## config.mk

```make
export PLATFORM = sky130hd
export DESIGN_NAME = uc_multiciclo
export DESIGN_NICKNAME = d
export VERILOG_FILES = /design/src/rtl/uc_multiciclo.sv
export SDC_FILE = /design/constraint.sdc
export NUM_CORES = 1
export LEC_CHECK = 0
export ABC_AREA = 0
export CAP_MARGIN = 20
export CORE_AREA = 5 5 56 83
export CTS_CLUSTER_SIZE = 14
export DETAILED_ROUTE_END_ITERATION = 12
export DIE_AREA = 0 0 61 88
export SKIP_CTS_REPAIR_TIMING = 1
export SYNTH_ARGS = -nofsm -noshare
export SYNTH_HDL_FRONTEND = slang
export SYNTH_SLANG_ARGS = --single-unit
```

## constraint.sdc

```tcl
create_clock -name clk -period 2.16 [get_ports clk]
set_clock_uncertainty 0.1 [all_clocks]
set_input_delay 0.324 -clock clk [delete_from_list [all_inputs] [get_ports clk]]
set_output_delay 0.324 -clock clk [all_outputs]
set_load 0.03 [all_outputs]
```

## src/rtl/uc_multiciclo.sv

```systemverilog
// Multicycle control unit: FETCH/DECODE/EXEC sequencing with fetch wait
// states, JZ/JNZ/CALL/RET/HALT and a return-stack pointer.
// Ports: clk, reset (sync, active-high), opcode, z, mem_ready in;
//        datapath strobes (mem_re, ir_we, pc_we, s_inc, s_ret, s_inm,
//        we3, wez, op_alu, push, pop), sp, halted, err out.
module uc_multiciclo #(
    parameter int OPCODE_W    = 6,
    parameter int ALU_OP_W    = 3,
    parameter int STACK_DEPTH = 8,
    parameter int WAIT_MAX    = 15
) (
    input  logic                               clk,
    input  logic                               reset,
    input  logic [OPCODE_W-1:0]                opcode,
    input  logic                               z,
    input  logic                               mem_ready,
    output logic                               mem_re,
    output logic                               ir_we,
    output logic                               pc_we,
    output logic                               s_inc,
    output logic                               s_ret,
    output logic                               s_inm,
    output logic                               we3,
    output logic                               wez,
    output logic [ALU_OP_W-1:0]                op_alu,
    output logic                               push,
    output logic                               pop,
    output logic [$clog2(STACK_DEPTH+1)-1:0]   sp,
    output logic                               halted,
    output logic                               err
);

    localparam int SW = $clog2(STACK_DEPTH + 1);
    localparam int WW = $clog2(WAIT_MAX + 1);

    typedef enum logic [2:0] {
        S_FETCH,
        S_DECODE,
        S_EXEC,
        S_HALT,
        S_ERROR
    } state_t;

    state_t              state_q, state_d;
    logic [OPCODE_W-1:0] op_q, op_d;
    logic [SW-1:0]       sp_q, sp_d;
    logic [WW-1:0]       wait_q, wait_d;

    logic [5:0] maj;
    logic       is_call;
    logic       is_ret;
    logic       is_halt;

    assign maj     = op_q[OPCODE_W-1 -: 6];
    assign is_call = (maj == 6'b001011);
    assign is_ret  = (maj == 6'b001100);
    assign is_halt = (maj == 6'b001111);
    assign sp      = sp_q;

    always_comb begin
        state_d = state_q;
        op_d    = op_q;
        sp_d    = sp_q;
        wait_d  = wait_q;
        mem_re  = 1'b0;
        ir_we   = 1'b0;
        pc_we   = 1'b0;
        s_inc   = 1'b0;
        s_ret   = 1'b0;
        s_inm   = 1'b0;
        we3     = 1'b0;
        wez     = 1'b0;
        op_alu  = '0;
        push    = 1'b0;
        pop     = 1'b0;
        halted  = 1'b0;
        err     = 1'b0;

        // Reset suppresses every strobe in the cycle it is asserted,
        // so an instruction caught in EXEC has no side effects.
        if (reset) begin
            state_d = S_FETCH;
            op_d    = '0;
            sp_d    = '0;
            wait_d  = '0;
        end else begin
            unique case (state_q)
                S_FETCH: begin
                    mem_re = 1'b1;
                    if (mem_ready) begin
                        ir_we   = 1'b1;
                        op_d    = opcode;
                        wait_d  = '0;
                        state_d = S_DECODE;
                    end else if (wait_q == WW'(WAIT_MAX)) begin
                        // This is low cycle WAIT_MAX+1: give up.
                        state_d = S_ERROR;
                    end else begin
                        wait_d = wait_q + 1'b1;
                    end
                end
                S_DECODE: begin
                    // Stack checks here keep push/pop off in EXEC.
                    if (is_halt) begin
                        state_d = S_HALT;
                    end else if ((is_call && sp_q == SW'(STACK_DEPTH)) ||
                                 (is_ret && sp_q == '0)) begin
                        state_d = S_ERROR;
                    end else begin
                        state_d = S_EXEC;
                    end
                end
                S_EXEC: begin
                    state_d = S_FETCH;
                    pc_we   = 1'b1;
                    unique casez (maj)
                        6'b1?????: begin
                            we3    = 1'b1;
                            wez    = 1'b1;
                            op_alu = ALU_OP_W'(maj[4:2]);
                            s_inc  = 1'b1;
                        end
                        6'b0000??: begin
                            we3   = 1'b1;
                            s_inm = 1'b1;
                            s_inc = 1'b1;
                        end
                        6'b001000: s_inc = 1'b0;
                        // JZ falls through (PC+1) when z is set.
                        6'b001001: s_inc = z;
                        6'b001010: s_inc = ~z;
                        6'b001011: begin
                            push = 1'b1;
                            sp_d = sp_q + 1'b1;
                        end
                        6'b001100: begin
                            pop   = 1'b1;
                            s_ret = 1'b1;
                            sp_d  = sp_q - 1'b1;
                        end
                        default: s_inc = 1'b1;
                    endcase
                end
                S_HALT:  halted = 1'b1;
                S_ERROR: err    = 1'b1;
                default: state_d = S_FETCH;
            endcase
        end
    end

    always_ff @(posedge clk) begin
        state_q <= state_d;
        op_q    <= op_d;
        sp_q    <= sp_d;
        wait_q  <= wait_d;
    end

endmodule
```

==> results.txt <==
----------------------------------------------------
[Outcome]
  Run status ... completed

[Layout]
  Relative area change from synthesis to final layout ... 35.41%
  Commonest non-fill, non-tap cell in the layout ... sky130_fd_sc_hd__buf_4
  NumNets Final ... 161
  Layout cells sized above 1 ... 0.2568
  Most frequent cells in the layout ... sky130_fd_sc_hd__buf_4, sky130_fd_sc_hd__nor2_1, sky130_fd_sc_hd__dfxtp_1
  Number of antenna cells inserted ... 0

[CTS]
  H-Tree Level Count ... 1
  Maximum count of clock buffers along a single path ... 2
  Clock-pin slew on the worst setup and hold paths ... 0.07 ns
  Root buffer selected by CTS ... sky130_fd_sc_hd__clkbuf_8
  Sinks on Clock Net ... 17
  Clock latency at the later pin of the worst-skew pair ... between 0.2 and 0.3 ns
  CTS tree ... built
  Number of buffers created by CTS ... 3

[Synthesis]
  #FFs+latches synth ... 17
  Sequential cell area fraction in the yosys report ... 0.3321
  Cell area after synthesis ... just over 1000 sq um
  Synth Area in Adders ... 0.02442
  Count of unique library cells instantiated by Yosys ... 40
  Number of cells produced by synthesis ... around 120
  Share of synthesized area spent on multiplexers ... 0.1184
  Mean instance size in the synthesized netlist ... a little under 9 sq um
  Synth Net Count ... roughly 130
  Post-Synth XOR/XNOR Area ... 0.01709
  Compound-gate portion of the synthesized area ... 0.1160
  Main combinational cell family by area after synthesis ... simple AND/OR/NAND/NOR gates
  Post-Synth Simple-Gate Area ... 0.3443
  Synthesis warning total ... 0

[STA]
  Total Negative Setup Slacks ... 0 ns
  Final min period ... 2.012 ns
  Count of final setup violators ... 0
  RSZ-0062 raised after global routing ... no
  Post-route fraction of the period consumed by the critical path ... 0.9313
  Final number of max-transition violations ... 0
  Tightest slew margin relative to the limit ... 0.6534
  Worst Tran Pin Value ... slightly above 0.5 ns
  Hold Violations, Final ... 0
  F_max ... 497.1 MHz

[Worst setup path]
  Required time worst endpoint ... between 1.5 and 2 ns
  Depth of the worst register-to-register path ... 8
  Worst path bufs/invs ... 1
  Crit. Startpoint ... state_q[0]
  Critical path endpoint category ... primary output
  Stages on worst setup path ... 4
  Category of the critical setup timing path ... flop to primary output
  Data arrival time of the critical path ... approximately 1.6 ns
  Maximum cell stage delay along the critical path ... about 0.5 ns
  Reg2Reg Launch Point ... maj[2]
  Largest delay contributor family on the critical path ... simple AND/OR/NAND/NOR gates
  Last element of the critical path ... ir_we
  Maximum fanout along the worst path ... 11
  Library cell contributing the largest single delay on the critical path ... sky130_fd_sc_hd__or3_1
  Series of cell instances along the critical path ... or3_1 -> nor2_2 -> and2_1 -> buf_4
  Endpoint of the worst register-to-register path ... sp[2]
  R2r setup slk ... between 0.2 and 0.3 ns
  Crit path launch type ... flop

[Placement]
  Port Buffers ... 28
  DP Wirelength ... approximately 1900 um
  Final estimated routing congestion in global placement ... ~0.68

[Job]
  # Max-Cap Violations ... 0

[Floorplan]
  I/O pin count ... 29
  Std-Cell Rows ... 28
  Horizontal die dimension ... slightly above 60 um
  Placeable Area ... around 3900 sq um
  Die Span Y ... approximately 88 um
  Initial core utilization ... 0.2659
  Die Area ... approximately 5400 sq um

[Power and ir drop]
  Worst ir drop on vdd ... around 0.00028 V
  Leakage power total ... 0.5801 nW
  Power Dens Cells ... between 500 and 600 nW/um^2
  Total Power ... 0.0007610 W

[GRT]
  Total routing resource utilization after global routing ... 0.09493
  Largest net degree at the start of global routing ... 15
  Number of global-route vias before repair ... ~930
  Number of antenna violations at the first check in global routing ... 0
  Wire length of the first global-routing pass ... between 3000 and 4000 um
  Remaining global-route overflow ... 0

[Routing]
  Antenna violation net count after detailed routing ... 0
  TritonRoute pass-1 iters ... 4
  Routed via count ... 949
  Total Routed Length ... 2398 um
  Wire length per cell ... 12.42 um
  Final routed DRC violation total ... 0
  Number of DRC markers in iteration 0 ... 13
  Drt via density ... 4.917

[Min path]
  Worst Hold Class ... flop to flop
  Cell depth of the worst hold path ... 2

----------------------------------------------------
cell usage after synthesis, drive strengths merged:
library cell  number  area share
and4b              2       0.020
and3b              1      0.0098
xnor2              1      0.0085
o221ai             1      0.0085
inv                3       0.011
or3b               1      0.0085
dfxtp             17        0.33
nand4              1      0.0061
and2               4       0.026
nand2              4       0.015
a41o               1       0.011
a21oi              6       0.029
or3                2       0.012
nand3b             1      0.0073
clkbuf             3       0.021
o31ai              1      0.0073
nor2              20       0.073
or4                1      0.0085
mux2i             11        0.11
ha                 2       0.024
a22oi              1      0.0073
mux2               1       0.011
a31oi              2       0.012
nor3b              4       0.051
nor3               7       0.034
nand3              2      0.0098
nor2b              1      0.0061
buf                3       0.016
xor2               1      0.0085
and3               4       0.026
o2111ai            1       0.026
o21ai              3       0.015
nor4b              2       0.032
registers in the layout, summed over array words and instances, names as in the netlist:
register / cells
state_q: 3
maj: 6
sp: 4
wait_q: 4
metrics by stage:
stage          hold slack (ns)  instances  setup WS, ns  cell area (sq um)  utilization
6_report                0.4391        193        0.1484               1388       0.3601
3_5_place_dp            0.4294        189        0.1978               1341       0.3481
2_1_floorplan           0.3712        115        0.1077               1027            -
3_3_place_gp            0.4050        189        0.2373               1341       0.3481
5_1_grt                 0.4757        193       0.04948               1388       0.3601
4_1_cts                 0.4465        193        0.1404               1388       0.3601
routing by layer:
layer | part of all wire | global-route usage | routed length (um)
met5 | 0 | 0 | 0
met1 | 0.42 | 0.1139 | 1014
met3 | 0.043 | 0.01327 | 103
met2 | 0.53 | 0.1665 | 1267
met4 | 0.0054 | 0.03550 | 13
worst min-delay path by stage:
| stage | startpoint | slack, ns | endpoint |
|---|---|---|---|
| floorplan | opcode[0] | 0.37 | maj[0] |
| global placement | sp[2] | 0.40 | sp[2] |
| detailed placement | wait_q[1] | 0.43 | wait_q[1] |
| CTS | wait_q[1] | 0.45 | wait_q[1] |
| global route | wait_q[1] | 0.48 | wait_q[1] |
| finish | sp[2] | 0.44 | sp[2] |
report_power, final:
group	leakage (nW)	switching, W	internal, W
sequential	0.139	0.0000310	0.000330
clock	0.0255	0.000110	0.000128
combinational	0.416	0.0000782	0.0000839
worst reg2reg max path, cell delays in order, from the launching register on:
cell	delay [ns]
sky130_fd_sc_hd__dfxtp_1	0.46
sky130_fd_sc_hd__nor3b_4	0.24
sky130_fd_sc_hd__nand2_1	0.09
sky130_fd_sc_hd__xnor2_1	0.13
sky130_fd_sc_hd__ha_1	0.19
sky130_fd_sc_hd__nor2_1	0.08
sky130_fd_sc_hd__mux2i_1	0.08
sky130_fd_sc_hd__or3_1	0.31
sky130_fd_sc_hd__a21oi_1	0.13
layout make-up:
type,count,area [sq um]
fill,422,2466
multi-input combinational,89,638.1
sequential,17,340.3
timing repair buffer,35,295.3
tap,45,56.30
clock buffer,3,41.29
inverter,3,11.26
clock inverter,1,5.005
kinds of logic (layout without fill, tap and decap cells):
family,Yosys count,in the layout
AOI/OAI and AO/OA,16,16
DFF,17,17
buffers and inverters,9,42
xor gates and xnor gates,2,2
adders and majority gates,2,2
muxes,12,12
and+or+nand+nor,57,57
Note: power is estimated with default switching activity, not from simulation.
